**config.mk**
```make
export PLATFORM = sky130hd
export DESIGN_NAME = trig_event_complete
export DESIGN_NICKNAME = d
export VERILOG_FILES = /design/src/rtl/trig_pkg.sv /design/src/rtl/trig_link_pending.sv /design/src/rtl/trig_event_complete.sv
export SDC_FILE = /design/constraint.sdc
export NUM_CORES = 1
export LEC_CHECK = 0
export ABC_AREA = 1
export BUFFER_PORTS_ARGS = -buffer_cell sky130_fd_sc_hd__buf_2
export CAP_MARGIN = 20
export CORE_MARGIN = 1
export CORE_UTILIZATION = 55
export DETAILED_ROUTE_END_ITERATION = 10
export PLACE_DENSITY = 0.76
export SYNTH_ARGS = -nofsm -noshare
export SYNTH_HDL_FRONTEND = slang
export SYNTH_SLANG_ARGS = --single-unit
```
**constraint.sdc**
```tcl
create_clock -name sys_clk_i -period 3 [get_ports sys_clk_i]
set_input_delay 0.3 -clock sys_clk_i [delete_from_list [all_inputs] [get_ports sys_clk_i]]
set_output_delay 0.3 -clock sys_clk_i [all_outputs]
set_load 0.02 [all_outputs]
```
**src/rtl/trig_pkg.sv**
```systemverilog
// Shared constants and types for the trigger event-completion merger.
package trig_pkg;

    localparam int unsigned NUM_BUFFERS        = 4;
    localparam int unsigned PEND_WIDTH         = 3;
    localparam int unsigned MAX_TIMEOUT_CYCLES = 16_777_215;
    localparam int unsigned TIMEOUT_WIDTH      = $clog2(MAX_TIMEOUT_CYCLES + 1);

    typedef logic [PEND_WIDTH-1:0] pend_t;

    typedef enum logic [1:0] {
        PEND_HOLD = 2'd0,
        PEND_INC  = 2'd1,
        PEND_DEC  = 2'd2
    } pend_op_e;

    // A done that coincides with a retire cancels out.
    function automatic pend_op_e pend_op(input logic done, input logic retire);
        if (done && !retire) return PEND_INC;
        if (retire && !done) return PEND_DEC;
        return PEND_HOLD;
    endfunction

endpackage

```
**src/rtl/trig_link_pending.sv**
```systemverilog
// Per-link pending-event counter: counts finished events not yet retired,
// saturating at NUM_BUFFERS and flagging an overflow on a further done.
module trig_link_pending
    import trig_pkg::*;
(
    input  logic  sys_clk_i,
    input  logic  rst_i,
    input  logic  done_i,
    input  logic  retire_i,
    input  logic  mask_i,
    output logic  nonzero_o,
    output logic  overflow_o,
    output pend_t pend_o
);

    pend_t    pend_q;
    pend_t    pend_d;
    pend_op_e op;
    logic     full;

    assign full   = (pend_q == pend_t'(NUM_BUFFERS));
    assign pend_o = pend_q;

    // The incoming done counts as available so a completing strobe retires
    // on the same edge it is sampled.
    assign nonzero_o = !mask_i && ((pend_q != '0) || done_i);

    always_comb begin
        op         = pend_op(done_i, retire_i);
        pend_d     = pend_q;
        overflow_o = 1'b0;
        if (mask_i) begin
            pend_d = '0;
        end else begin
            unique case (op)
                PEND_INC: begin
                    if (full) overflow_o = 1'b1;
                    else      pend_d     = pend_q + 1'b1;
                end
                PEND_DEC: pend_d = pend_q - 1'b1;
                default:  pend_d = pend_q;
            endcase
        end
    end

    always_ff @(posedge sys_clk_i) begin
        if (rst_i) pend_q <= '0;
        else       pend_q <= pend_d;
    end

endmodule

```
**src/rtl/trig_event_complete.sv**
```systemverilog
// Merges per-link event completions into a single last-flag pulse per event.
// Optional completion timeout enabled by TRIG_EVENT_COMPLETE_TIMEOUT_EN.
module trig_event_complete
    import trig_pkg::*;
#(
    parameter int unsigned NLINKS         = 4,
    parameter int unsigned TIMEOUT_CYCLES = 1250000,
    parameter string       DEBUG          = "TRUE"
) (
    input  logic              sys_clk_i,
    input  logic              rst_i,
    input  logic [NLINKS-1:0] link_done_i,
    input  logic [NLINKS-1:0] link_mask_i,
    output logic              last_flag_o,
    output logic              panic_o,
    output logic [NLINKS-1:0] link_err_o
);

    logic [NLINKS-1:0] nonzero;
    logic [NLINKS-1:0] overflow;
    pend_t             pend [NLINKS];
    logic              any_unmasked;
    logic              any_pending;
    logic              ready;
    logic              timeout_hit;

    logic              last_flag_q;
    logic              panic_q;
    logic [NLINKS-1:0] link_err_q;

    assign any_unmasked = !(&link_mask_i);
    assign ready        = any_unmasked && (&(nonzero | link_mask_i));
    assign any_pending  = |nonzero;

    for (genvar i = 0; i < NLINKS; i++) begin : g_link
        trig_link_pending u_pend (
            .sys_clk_i  (sys_clk_i),
            .rst_i      (rst_i),
            .done_i     (link_done_i[i]),
            .retire_i   (ready),
            .mask_i     (link_mask_i[i]),
            .nonzero_o  (nonzero[i]),
            .overflow_o (overflow[i]),
            .pend_o     (pend[i])
        );
    end

`ifdef TRIG_EVENT_COMPLETE_TIMEOUT_EN
    localparam logic [TIMEOUT_WIDTH-1:0] TO_LIMIT = TIMEOUT_WIDTH'(TIMEOUT_CYCLES);

    logic [TIMEOUT_WIDTH-1:0] to_cnt_q;
    logic [TIMEOUT_WIDTH-1:0] to_cnt_d;

    always_comb begin
        to_cnt_d = to_cnt_q;
        if (ready || !any_pending)   to_cnt_d = '0;
        else if (to_cnt_q != TO_LIMIT) to_cnt_d = to_cnt_q + 1'b1;
    end

    // Fire on the edge the counter lands on the limit; it then saturates.
    assign timeout_hit = !ready && any_pending && (to_cnt_d == TO_LIMIT);

    always_ff @(posedge sys_clk_i) begin
        if (rst_i) to_cnt_q <= '0;
        else       to_cnt_q <= to_cnt_d;
    end
`else
    assign timeout_hit = 1'b0;
`endif

    always_ff @(posedge sys_clk_i) begin
        if (rst_i) begin
            last_flag_q <= 1'b0;
            panic_q     <= 1'b0;
            link_err_q  <= '0;
        end else begin
            last_flag_q <= ready;
            link_err_q  <= link_err_q | overflow;
            panic_q     <= panic_q | (|overflow) | timeout_hit;
        end
    end

    assign last_flag_o = last_flag_q;
    assign panic_o     = panic_q;
    assign link_err_o  = link_err_q;

    if (DEBUG == "TRUE") begin : g_debug
        (* mark_debug = "true" *) logic [NLINKS*PEND_WIDTH+1:0] ila_probe_unused;
        always_comb begin
            ila_probe_unused = '0;
            for (int unsigned i = 0; i < NLINKS; i++) begin
                ila_probe_unused[i*PEND_WIDTH +: PEND_WIDTH] = pend[i];
            end
            ila_probe_unused[NLINKS*PEND_WIDTH]     = last_flag_q;
            ila_probe_unused[NLINKS*PEND_WIDTH + 1] = panic_q;
        end
    end

endmodule
```
==> summary.md <==
| Metric | Value |
|---|---|
| Result of the run | complete, no violations |
| Inserted Clock Buffers | 3 |
| ANT cells | 0 |
| Compound-Gate Fraction of Synth Area | ~3.6% |
| Wire length of the first global-routing pass | between 3 and 4 mm |
| Post-Synth XOR/XNOR Area | 0% |
| Path type of the worst min-delay path | in -> reg |
| Capture point of the critical path | g_link[0].u_pend.pend_o[2] |
| Timing-limited maximum frequency | slightly below 0.5 GHz |
| Routed vias | approximately 1,100 |
| Largest cells by area after synthesis | sky130_fd_sc_hd__dfxtp_1, sky130_fd_sc_hd__nor2_1, sky130_fd_sc_hd__inv_1, sky130_fd_sc_hd__nand3_1, sky130_fd_sc_hd__nand2_1 |
| Final Core Density | between 60% and 70% |
| DRT Wirelength | about 2.1 mm |
| Antenna violations before repair | 0 |
| Routed wirelength normalized by instance count | between 10 and 15 um |
| Simple-gate share of the synthesized area | 42.7% |
| Final critical delay including setup and external delays | approximately 2000 ps |
| Clock network fraction of total power | about a fifth |
| Main combinational cell family by area after synthesis | simple AND/OR/NAND/NOR gates |
| DR DRC count | 0 |
| Share of layout cells above drive strength 1 | 15.1% |
| Proportion of register bits with asynchronous set or reset after synthesis | 0% |
| Post-CTS setup buffer count | 0 |
| Critical path start-end classification | reg -> reg |
| TritonCTS clock tree | built |
| Cell leakage power | ~0.63 nW |
| Row count | 15 |
| R2r startpoint | g_link[1].u_pend.pend_o[2] |
| Drt initial violations | 40 |
| Die Ht | roughly 47 um |
| Vias in the first global route | 899 |
| Syn Std Cell Area | roughly 1100 sq um |
| Initial Util | between 60% and 70% |
| Number of enable flip-flop cells after synthesis | 0 |
| Slew at the pin closest to its max-slew limit | slightly above 200 ps |
| Clock latency of the later-clocked register in the worst-skew pair | between 200 and 300 ps |
| Final #Nets | a little over 200 |
| Summed negative setup slack over all endpoints | 0 ps |
| Footprint of the multi-input gates | around 590 sq um |
| Total overflow reported by the global router | 0 |
| Cell type with the largest total area after synthesis | sky130_fd_sc_hd__dfxtp_1 |
| # hold bufs at CTS | 0 |
| Net switching share of the total power | a little over a third |
| VDD IR-drop max | ~0.25 mV |
| Setup crit end kind | flop |
| Post-route antenna net violation count | 0 |
| Proportion of synthesized chip area in sequential cells | around 33% |
| Area share of the largest cell type after synthesis | approximately a third |
| Crit path launch | g_link[1].u_pend.pend_o[2] |
| Cells on worst reg2reg path | 12 |
| Final Max Slew Viols | 0 |
| Register area | between 300 and 400 sq um |
| Net switching power | 0.193 mW |
| Pin count of the biggest net entering global routing | 15 |
| Synthesis-to-layout area growth | 10.3% |
| Internal power | around 0.36 mW |
| Max Clock Skew | 2.57 ps |
| Final-report hold violation count | 0 |
| Maximum capacitance violations | 0 |
| Port Buf Inserts | 15 |
| # fillers | 171 |
| Number of H-tree branching levels | 1 |
| Number of clock sinks seen by CTS | 18 |
| Cts repair resizes | 0 |
| Via-to-Cell Ratio | about 5 |
| Period utilisation layout | 68.0% |
| Endpoint of the worst-slack reg-to-reg timing path | g_link[0].u_pend.pend_o[2] |
| Maximum clock insertion buffer count | 2 |
| Top cells by instance count after synthesis | sky130_fd_sc_hd__nor2_1, sky130_fd_sc_hd__inv_1, sky130_fd_sc_hd__nand2_1, sky130_fd_sc_hd__nand3_1, sky130_fd_sc_hd__dfxtp_1 |
| Most used DFF post-synth | sky130_fd_sc_hd__dfxtp_1 |
| Reg2Reg Setup Slack | around 960 ps |
| Combinational fraction of design power | about a third |
| Fraction of power consumed by sequential logic | 47.3% |
| Worst path required time | about 3200 ps |
| Clock root cell | sky130_fd_sc_hd__clkbuf_4 |
| Count of endpoints failing setup in the final report | 0 |
| I/O pin cnt | 16 |
| Multiplexer fraction of the synthesized cell area | 0% |
| Seq cells post-synth | 18 |
| Die Span X | 46.8 um |
| Arrival time of data at the critical path endpoint | ~2200 ps |
| Final weighted congestion in routability-driven placement | 0.865 |
| Leading cell type by number of instances after synthesis | sky130_fd_sc_hd__nor2_1 |
| Tightest slew margin relative to the limit | a little under nine tenths |
| Core box area | ~1800 sq um |
| Die area | about 2200 sq um |
| Count of synthesis-stage warnings from yosys | 0 |
| Detailed-router iteration count before antenna repair | 4 |
| Number of library cell types mapped by synthesis | 17 |
| Detailed Place HPWL | between 1.5 and 2 mm |
| Synthesized-area fraction occupied by adder cells | slightly above 7% |
| Net count after synthesis | 184 |
| Avg Cell Area, Syn | between 6 and 7 sq um |
| Total power divided by cell area | ~450 nW/um^2 |
| Tot GR Track Use | roughly 23% |
| Clock slew seen by the registers of the worst setup and hold paths | around 100 ps |
| Startpoint type of the worst setup path | flop |
| Synthesized instance count | 170 |
| Unrepaired setup endpoints after global routing | false |
| Maximum net fanout on the critical path | 14 |
metal layers:
| metal | GRT usage, % | wire (um) | vias up |
|---|---|---|---|
| li1 | - | - | 560 |
| met1 | 29.1 | 993 | 469 |
| met2 | 36.9 | 997 | 33 |
| met3 | 5.38 | 119 | 4 |
| met4 | 9.71 | 25 | 0 |
| met5 | 0 | 0 | - |
state kept, by name, summed over array words and instances, names as in the netlist:
register	count
g_link.u_pend.pend_o	12
link_err_o	4
last_flag_o	1
panic_o	1
worst max-delay path, cell delays in order, from the launching register on:
cell and delay, ps:
sky130_fd_sc_hd__dfxtp_1 370, sky130_fd_sc_hd__nor2_1 70, sky130_fd_sc_hd__nand2_1 90, sky130_fd_sc_hd__nor2_2 50, sky130_fd_sc_hd__nor2_4 170, sky130_fd_sc_hd__nand2_4 150
sky130_fd_sc_hd__clkinv_4 90, sky130_fd_sc_hd__nand2_1 110, sky130_fd_sc_hd__fa_1 420, sky130_fd_sc_hd__inv_1 70, sky130_fd_sc_hd__nand4_1 130, sky130_fd_sc_hd__a21oi_1 160
sky130_fd_sc_hd__nor2_1 60
logic make-up after synthesis:
family,Yosys count
buffers and inverters,37
adder cells (fa/ha/maj),4
flip-flops,18
AO/OA/AOI/OAI,8
AND/OR/NAND/NOR,103
how the worst min path moves through the flow:
| stage | from | to | slack [ps] | depth (start not counted) |
|---|---|---|---|---|
| after detailed placement | link_err_o[1] | link_err_o[1] | 440 | 2 |
| after CTS | rst_i | link_err_o[1] | 310 | 2 |
| final | link_mask_i[3] | g_link[3].u_pend.pend_o[2] | 320 | 4 |
| after global routing | rst_i | link_err_o[1] | 330 | 2 |
| after global placement | link_err_o[3] | link_err_o[3] | 440 | 2 |
| after floorplan | link_mask_i[0] | g_link[0].u_pend.pend_o[2] | 470 | 3 |
cells in the final DEF, fill, tap and decap left out, drive strengths merged:
cell / synthesis / layout
fa: 4 / 4
dfxtp: 18 / 18
nor2: 40 / 40
a21oi: 8 / 8
nand3: 25 / 25
inv: 34 / 34
nand4: 9 / 9
nand2: 29 / 29
clkbuf: 0 / 3
buf: 2 / 15
clkinv: 1 / 1
power groups by stage:
| stage | logic (mW) | registers, mW | clock network, mW |
|---|---|---|---|
| after floorplan | 0.136 | 0.269 | 0 |
| after global placement | 0.168 | 0.266 | 0 |
| after detailed placement | 0.173 | 0.267 | 0 |
| after CTS | 0.174 | 0.261 | 0.120 |
| after global routing | 0.201 | 0.263 | 0.129 |
| final | 0.175 | 0.261 | 0.117 |
metrics by stage:
stage	total power [mW]	worst slack (ps)	instance area, sq um	std cells	hold slack [ps]
after global routing	0.593	846	1220	211	328
after global placement	0.434	993	1190	208	435
after detailed placement	0.440	948	1190	208	437
final	0.552	960	1220	211	320
after floorplan	0.406	1310	1100	170	468
after CTS	0.555	1010	1220	211	314
cell type report:
cell class / count / area share (%)
Multi-Input combinational cell: 115 / 48.6
Sequential cell: 18 / 29.6
Inverter: 35 / 11.2
Timing Repair Buffer: 15 / 6.17
Tap cell: 25 / 2.57
Clock buffer: 3 / 1.85
(Power assumes the default switching activity.)
